File: src/rtl/sync_debounce_edge.sv
// Debounce and edge detect for an already-synchronized level: a new level is accepted only
// after STABLE_CYCLES consecutive equal samples, then a one-cycle rise or fall pulse is emitted.
module sync_debounce_edge #(
  parameter int STABLE_CYCLES = 4,
  parameter int CNT_W         = 8,
  parameter int EVT_W         = 16
) (
  input  logic             clk,
  input  logic             rst,
  input  logic             din,
  input  logic             en,
  input  logic             clr_cnt,
  output logic             level,
  output logic             rise,
  output logic             fall,
  output logic             busy,
  output logic [EVT_W-1:0] evt_cnt
);

  typedef enum logic [1:0] {
    LOW_STABLE,
    CHK_HIGH,
    HIGH_STABLE,
    CHK_LOW
  } state_t;

  localparam logic [CNT_W-1:0] CNT_LAST = CNT_W'(STABLE_CYCLES - 1);
  localparam bit               SINGLE   = (STABLE_CYCLES == 1);

  state_t           state, state_nxt;
  logic [CNT_W-1:0] cnt, cnt_nxt;
  logic             level_nxt, rise_nxt, fall_nxt, busy_nxt;
  logic [EVT_W-1:0] evt_nxt;

  // NOTE: every signal gets a default before the case so no path leaves it unassigned
  // (an unassigned path would infer a latch).
  always_comb begin
    state_nxt = state;
    cnt_nxt   = cnt;
    level_nxt = level;
    rise_nxt  = 1'b0;
    fall_nxt  = 1'b0;
    unique case (state)
      LOW_STABLE: begin
        if (en && din) begin
          if (SINGLE) begin
            state_nxt = HIGH_STABLE;
            level_nxt = 1'b1;
            rise_nxt  = 1'b1;
            cnt_nxt   = '0;
          end else begin
            state_nxt = CHK_HIGH;
            cnt_nxt   = CNT_W'(1);
          end
        end
      end
      CHK_HIGH: begin
        // Disable or a glitch abandons the check without touching level.
        if (!en || !din) begin
          state_nxt = LOW_STABLE;
          cnt_nxt   = '0;
        end else if (cnt == CNT_LAST) begin
          state_nxt = HIGH_STABLE;
          level_nxt = 1'b1;
          rise_nxt  = 1'b1;
          cnt_nxt   = '0;
        end else begin
          cnt_nxt = cnt + CNT_W'(1);
        end
      end
      HIGH_STABLE: begin
        if (en && !din) begin
          if (SINGLE) begin
            state_nxt = LOW_STABLE;
            level_nxt = 1'b0;
            fall_nxt  = 1'b1;
            cnt_nxt   = '0;
          end else begin
            state_nxt = CHK_LOW;
            cnt_nxt   = CNT_W'(1);
          end
        end
      end
      CHK_LOW: begin
        if (!en || din) begin
          state_nxt = HIGH_STABLE;
          cnt_nxt   = '0;
        end else if (cnt == CNT_LAST) begin
          state_nxt = LOW_STABLE;
          level_nxt = 1'b0;
          fall_nxt  = 1'b1;
          cnt_nxt   = '0;
        end else begin
          cnt_nxt = cnt + CNT_W'(1);
        end
      end
      default: begin
        state_nxt = LOW_STABLE;
        cnt_nxt   = '0;
      end
    endcase

    busy_nxt = (state_nxt == CHK_HIGH) || (state_nxt == CHK_LOW);
    // A clear coinciding with a rise keeps that rise counted.
    evt_nxt  = clr_cnt ? EVT_W'(rise_nxt) : evt_cnt + EVT_W'(rise_nxt);
  end

  // NOTE: sequential state uses non-blocking assignments so every register samples
  // pre-edge values regardless of statement order.
  always_ff @(posedge clk) begin
    if (rst) begin
      state   <= LOW_STABLE;
      cnt     <= '0;
      level   <= 1'b0;
      rise    <= 1'b0;
      fall    <= 1'b0;
      busy    <= 1'b0;
      evt_cnt <= '0;
    end else begin
      state   <= state_nxt;
      cnt     <= cnt_nxt;
      level   <= level_nxt;
      rise    <= rise_nxt;
      fall    <= fall_nxt;
      busy    <= busy_nxt;
      evt_cnt <= evt_nxt;
    end
  end

endmodule

File: config.mk
export PLATFORM = sky130hd
export DESIGN_NAME = sync_debounce_edge
export DESIGN_NICKNAME = d
export VERILOG_FILES = /design/src/rtl/sync_debounce_edge.sv
export SDC_FILE = /design/constraint.sdc
export NUM_CORES = 1
export LEC_CHECK = 0
export ABC_AREA = 1
export CAP_MARGIN = 10
export CORE_ASPECT_RATIO = 0.5
export CORE_MARGIN = 1.5
export CORE_UTILIZATION = 35
export DETAILED_ROUTE_END_ITERATION = 6
export REMOVE_ABC_BUFFERS = 1
export SLEW_MARGIN = 0
export SYNTH_ARGS = -nofsm -noshare
export SYNTH_HDL_FRONTEND = slang
export SYNTH_SLANG_ARGS = --single-unit
File: constraint.sdc
create_clock -name clk -period 5.02 [get_ports clk]
set_clock_uncertainty 0.05 [all_clocks]
set_input_delay 0.753 -clock clk [delete_from_list [all_inputs] [get_ports clk]]
set_output_delay 0.753 -clock clk [all_outputs]
set_load 0.01 [all_outputs]
== After elaboration in Yosys (flattened, before gate mapping) ==
Cells that the tools add are included.
Operators by class
  $add $sub $neg: 2
  reductions and logical operators: 13
  mux-type cells: 22
  equal/unequal tests: 12
  bitwise gates (word level): 1
Operator list (number)
  8-bit two-way mux: 5
  8-bit one-hot mux with 4 select lines: 1
  16-bit by 1-bit adder with 16-bit output: 1
  2-bit two-way mux: 6
  2-bit inequality test (second input constant): 6
  8-bit by 1-bit adder with 8-bit output (second input constant): 1
  8-bit by 2-bit equality test with 1-bit output (second input constant): 1
  1-bit two-way mux: 8
  2-bit one-hot mux with 4 select lines: 1
  2-bit equality test (second input constant): 3
  5-bit AND reduction: 1
  2-bit by 1-bit equality test with 1-bit output (second input constant): 2
  1-bit logical OR: 3
  3-bit OR reduction: 1
  1-bit logical AND: 2
  1-bit logical NOT: 2
  2-bit logical NOT: 1
  1-bit one-hot mux with 2 select lines: 1
  2-bit AND reduction: 1
  2-bit nonzero test: 1
  2-bit OR reduction: 1
  1-bit inverter: 1
Storage, ports and cells
  flip-flop bits (word level): 30
  input bits: 5
  word-level logic and storage cells: 58

== Logic depth before layout (Yosys ltp) ==
  depth in word-level cells: 6
  mapped depth: 13
  depth with buffers taken out: 13

== Least setup slack after synthesis ==
Ideal clock, no wire load.
  path type: in2reg
  start: input port din
  end: register evt_cnt[14]
  path slack: 2.828 ns
  library setup time: 0.113 ns
  required time: 4.857 ns
  cell stages on the path: 13
  arrival time: 2.029 ns
  path buffers: 0
  cell sequence: nand2_1 -> inv_1 -> nand2_2 -> nor3_2 -> ha_1 -> ha_1 -> nand2_1 -> nor2_2 -> nand3_1 -> nor2_1 -> nand2_1 -> nand2_1 -> nor2_1
Between the ends
  word-level cells in the longest chain between the ends: 5
RTL lines
  from (decl): RTL line 10  | input logic din,
  1-bit logical NOT: RTL line 59  | if (!en || !din) begin
  1-bit logical OR: RTL line 59
  1-bit two-way mux: RTL line 59
  1-bit two-way mux: RTL line 43  | unique case (state)
  via rise_nxt: RTL line 32  | logic level_nxt, rise_nxt, fall_nxt, busy_nxt;
  16-bit by 1-bit adder with 16-bit output: RTL line 105  | evt_nxt = clr_cnt ? EVT_W'(rise_nxt) : evt_cnt + EVT_W'(rise_nxt);
  to (signal assigned): RTL line 126  | evt_cnt <= evt_nxt;
  to (decl): RTL line 17  | output logic [EVT_W-1:0] evt_cnt
The timed path passes the listed nets, and every way through them passes these cells.
A chain may end at the register's enable or synchronous reset.

== Final worst setup path ==
Same ends and word-level chain as after synthesis.

==> qor.yml <==
ys_seq_elements: 29
crit_fanout: 3
final_area_um2: 1919
hold_buffers: 0
cts_root_buf: "clkbuf_8"
crit_type: "input pin to register"
avgViaCountPerCell: 4.718
critPathBufInv: 2
whs_ns: 0.4337
path_delay_family: "simple AND/OR/NAND/NOR gates"
async_flop_share: 0
grt_usage: 0.1540
clk_pin_slew_ns: 0.06
cts_setup_buffers: 0
post-synth-top-count-cell: "nand2_1"
gp_congestion: 0.8514
cp_common_cell: "nand2_1"
crit_chain: "clkdlybuf4s50_1, nand2_1, inv_1, nand2_2, nor3_2, ha_1, ha_1, nand2_1, nor2_2, nand3_1, nor2_1, nand2_1, nand2_1, nor2_1"
grt_max_degree: 11
first_global_vias: 1278
antenna-diode-count: 0
cp_slowest_cell: "clkdlybuf4s50_1"
synth_seq_area_share: 0.3883
crit_path_start_kind: "input pin"
cts_buffer_depth: 2
dp.cells: 293
clock-sinks: 29
relSlewSlack: 0.7761
worstPathRequired_ns: 5.15
insertion_delay_ns: 0.28
hold_viol_final: 0
peakVddDrop_uv: 108.3
ys_types: 30
syn-cell-area_um2: 1495
synth_cells: 215
drive_above_1_share: 0.1053
antenna_found_initial: 0
p_leak_nw: 0.7296
setup_violations: 0
drv_slew: 0
end_kind: "register"
die_area_um2: 4697
ant_nets: 0
area_delta_synth_final_pct: 28.37
drt-total-wl_um: 3229
fill_cells: 413
postPlaceCellArea_um2: 1803
synth.area.top_cells: "dfxtp_1 39%, nand2_1 10%, inv_1 8.0%"
min_path_type: "register to register"
cts_tree: "yes"
synth_edf_count: 0
cts.repair.resized: 0
synth_ff_type: "dfxtp_1"
period_minus_slack_ns: 2.659
syn_avg_cell_area_um2: 6.954
fp.dieH_um: 49.22
powerDensity_nw_per_um2: 269.1
cap_violations: 0
rsz0062_at_grt: "false"
place_hpwl_um: 2461
yosys_warnings: 0
wl_per_cell_um: 10.73
synthTopCellsByCount: "41 x nand2_1, 32 x inv_1, 29 x dfxtp_1, 29 x nor2_1, 17 x a21oi_1"
initial_core_util: 0.3734
core_region_area_um2: 4004
post-route-drc-count: 0
die_x_um: 95.44
grt_pass1_wl_um: 5520
portBuffers: 24
synth_top_cell_by_area: "dfxtp_1"
instances_no_fill: 301
drt_first_pass_iters: 5
worst_pin_slew_ns: 0.3348
final_core_util: 0.4794
gr-total-overflow: 0
period_share: 0.5296
cts_buffers: 5
slowest_delay_ns: 0.51
first_iter_violations: 43
status: "completed"
vias: 1420
yosysTopAreaCellShare: 0.3883
fin_nets: 255
setup_tns_ns: 0
worst_ep_arrival_time_ns: 2.79
htreeDepth: 2
io_pins: 25
fmax_ghz: 0.3761
num_rows: 16
[final timing paths]
check,slack [ns],cells past startpoint,endpoint,start
min reg2reg,0.43,2,cnt[1],cnt[1]
max,2.36,14,evt_cnt[14],din
max reg2reg,2.83,12,evt_cnt[14],cnt[0]
min,0.43,2,cnt[1],cnt[1]
[per-layer routing]
metal  part of all wire  GRT usage  routed length, µm  up-vias
met5                  0          0                  0        -
met4              0.015    0.06618                 49        0
met3              0.050    0.05607                161        4
met2               0.44     0.2388               1417       35
met1               0.50     0.1915               1601      634
li1                   -          -                  -      747
[registers in the layout (all words and copies together) (netlist names)]
register / count
level: 1
cnt: 8
rise: 1
fall: 1
state: 2
evt_cnt: 16
[kinds of logic after synthesis]
group	after synthesis	synth area share
simple gates	114	0.3640
flops	29	0.3883
buf+inv	35	0.08787
compound gates	31	0.1146
fa+ha+maj	4	0.03347
xor+xnor	2	0.01172
[cell type report]
class,count,area (µm²),share of cell area
Multi-Input combinational cell,151,783.3,0.4081
Tap cell,54,67.56,0.03520
Timing Repair Buffer,24,240.2,0.1252
Clock buffer,7,86.33,0.04498
Clock inverter,1,30.03,0.01565
Inverter,35,131.4,0.06845
Sequential cell,29,580.6,0.3025
[power breakdown]
part,switching [mW],internal [mW]
registers,0.00167,0.232
clock network,0.0915,0.162
logic,0.0186,0.0113
[placed cells by master, fill, tap and decap left out, drive strengths merged]
master and n:
nand2 46, nor2 35, inv 34, dfxtp 29, clkdlybuf4s50 24, a21oi 18, nand3 16, o21ai 9
nor3 8, clkbuf 7, nand4 5, ha 4, or2 3, clkinv 1, a211oi 1, xor2 1
o21a 1, xnor2 1, o21bai 1, nor4 1, a31oi 1, bufinv 1
[through the flow]
step | power, mW | setup WS, ns
final | 0.5165 | 2.361
after global routing | 0.5375 | 2.159
after CTS | 0.5211 | 2.383
after detailed placement | 0.2687 | 2.078
after global placement | 0.2684 | 2.140
after floorplan | 0.2576 | 2.828
[worst register-to-register path: stages, from the launching register on]
cell	delay, ns
dfxtp_1	0.37
ha_1	0.23
nand3_1	0.14
nor3_2	0.27
ha_1	0.24
ha_1	0.15
nand2_1	0.08
nor2_2	0.14
nand3_1	0.13
nor2_1	0.14
nand2_1	0.06
nand2_1	0.05
nor2_1	0.03
Power figures use the tool's default switching activity.
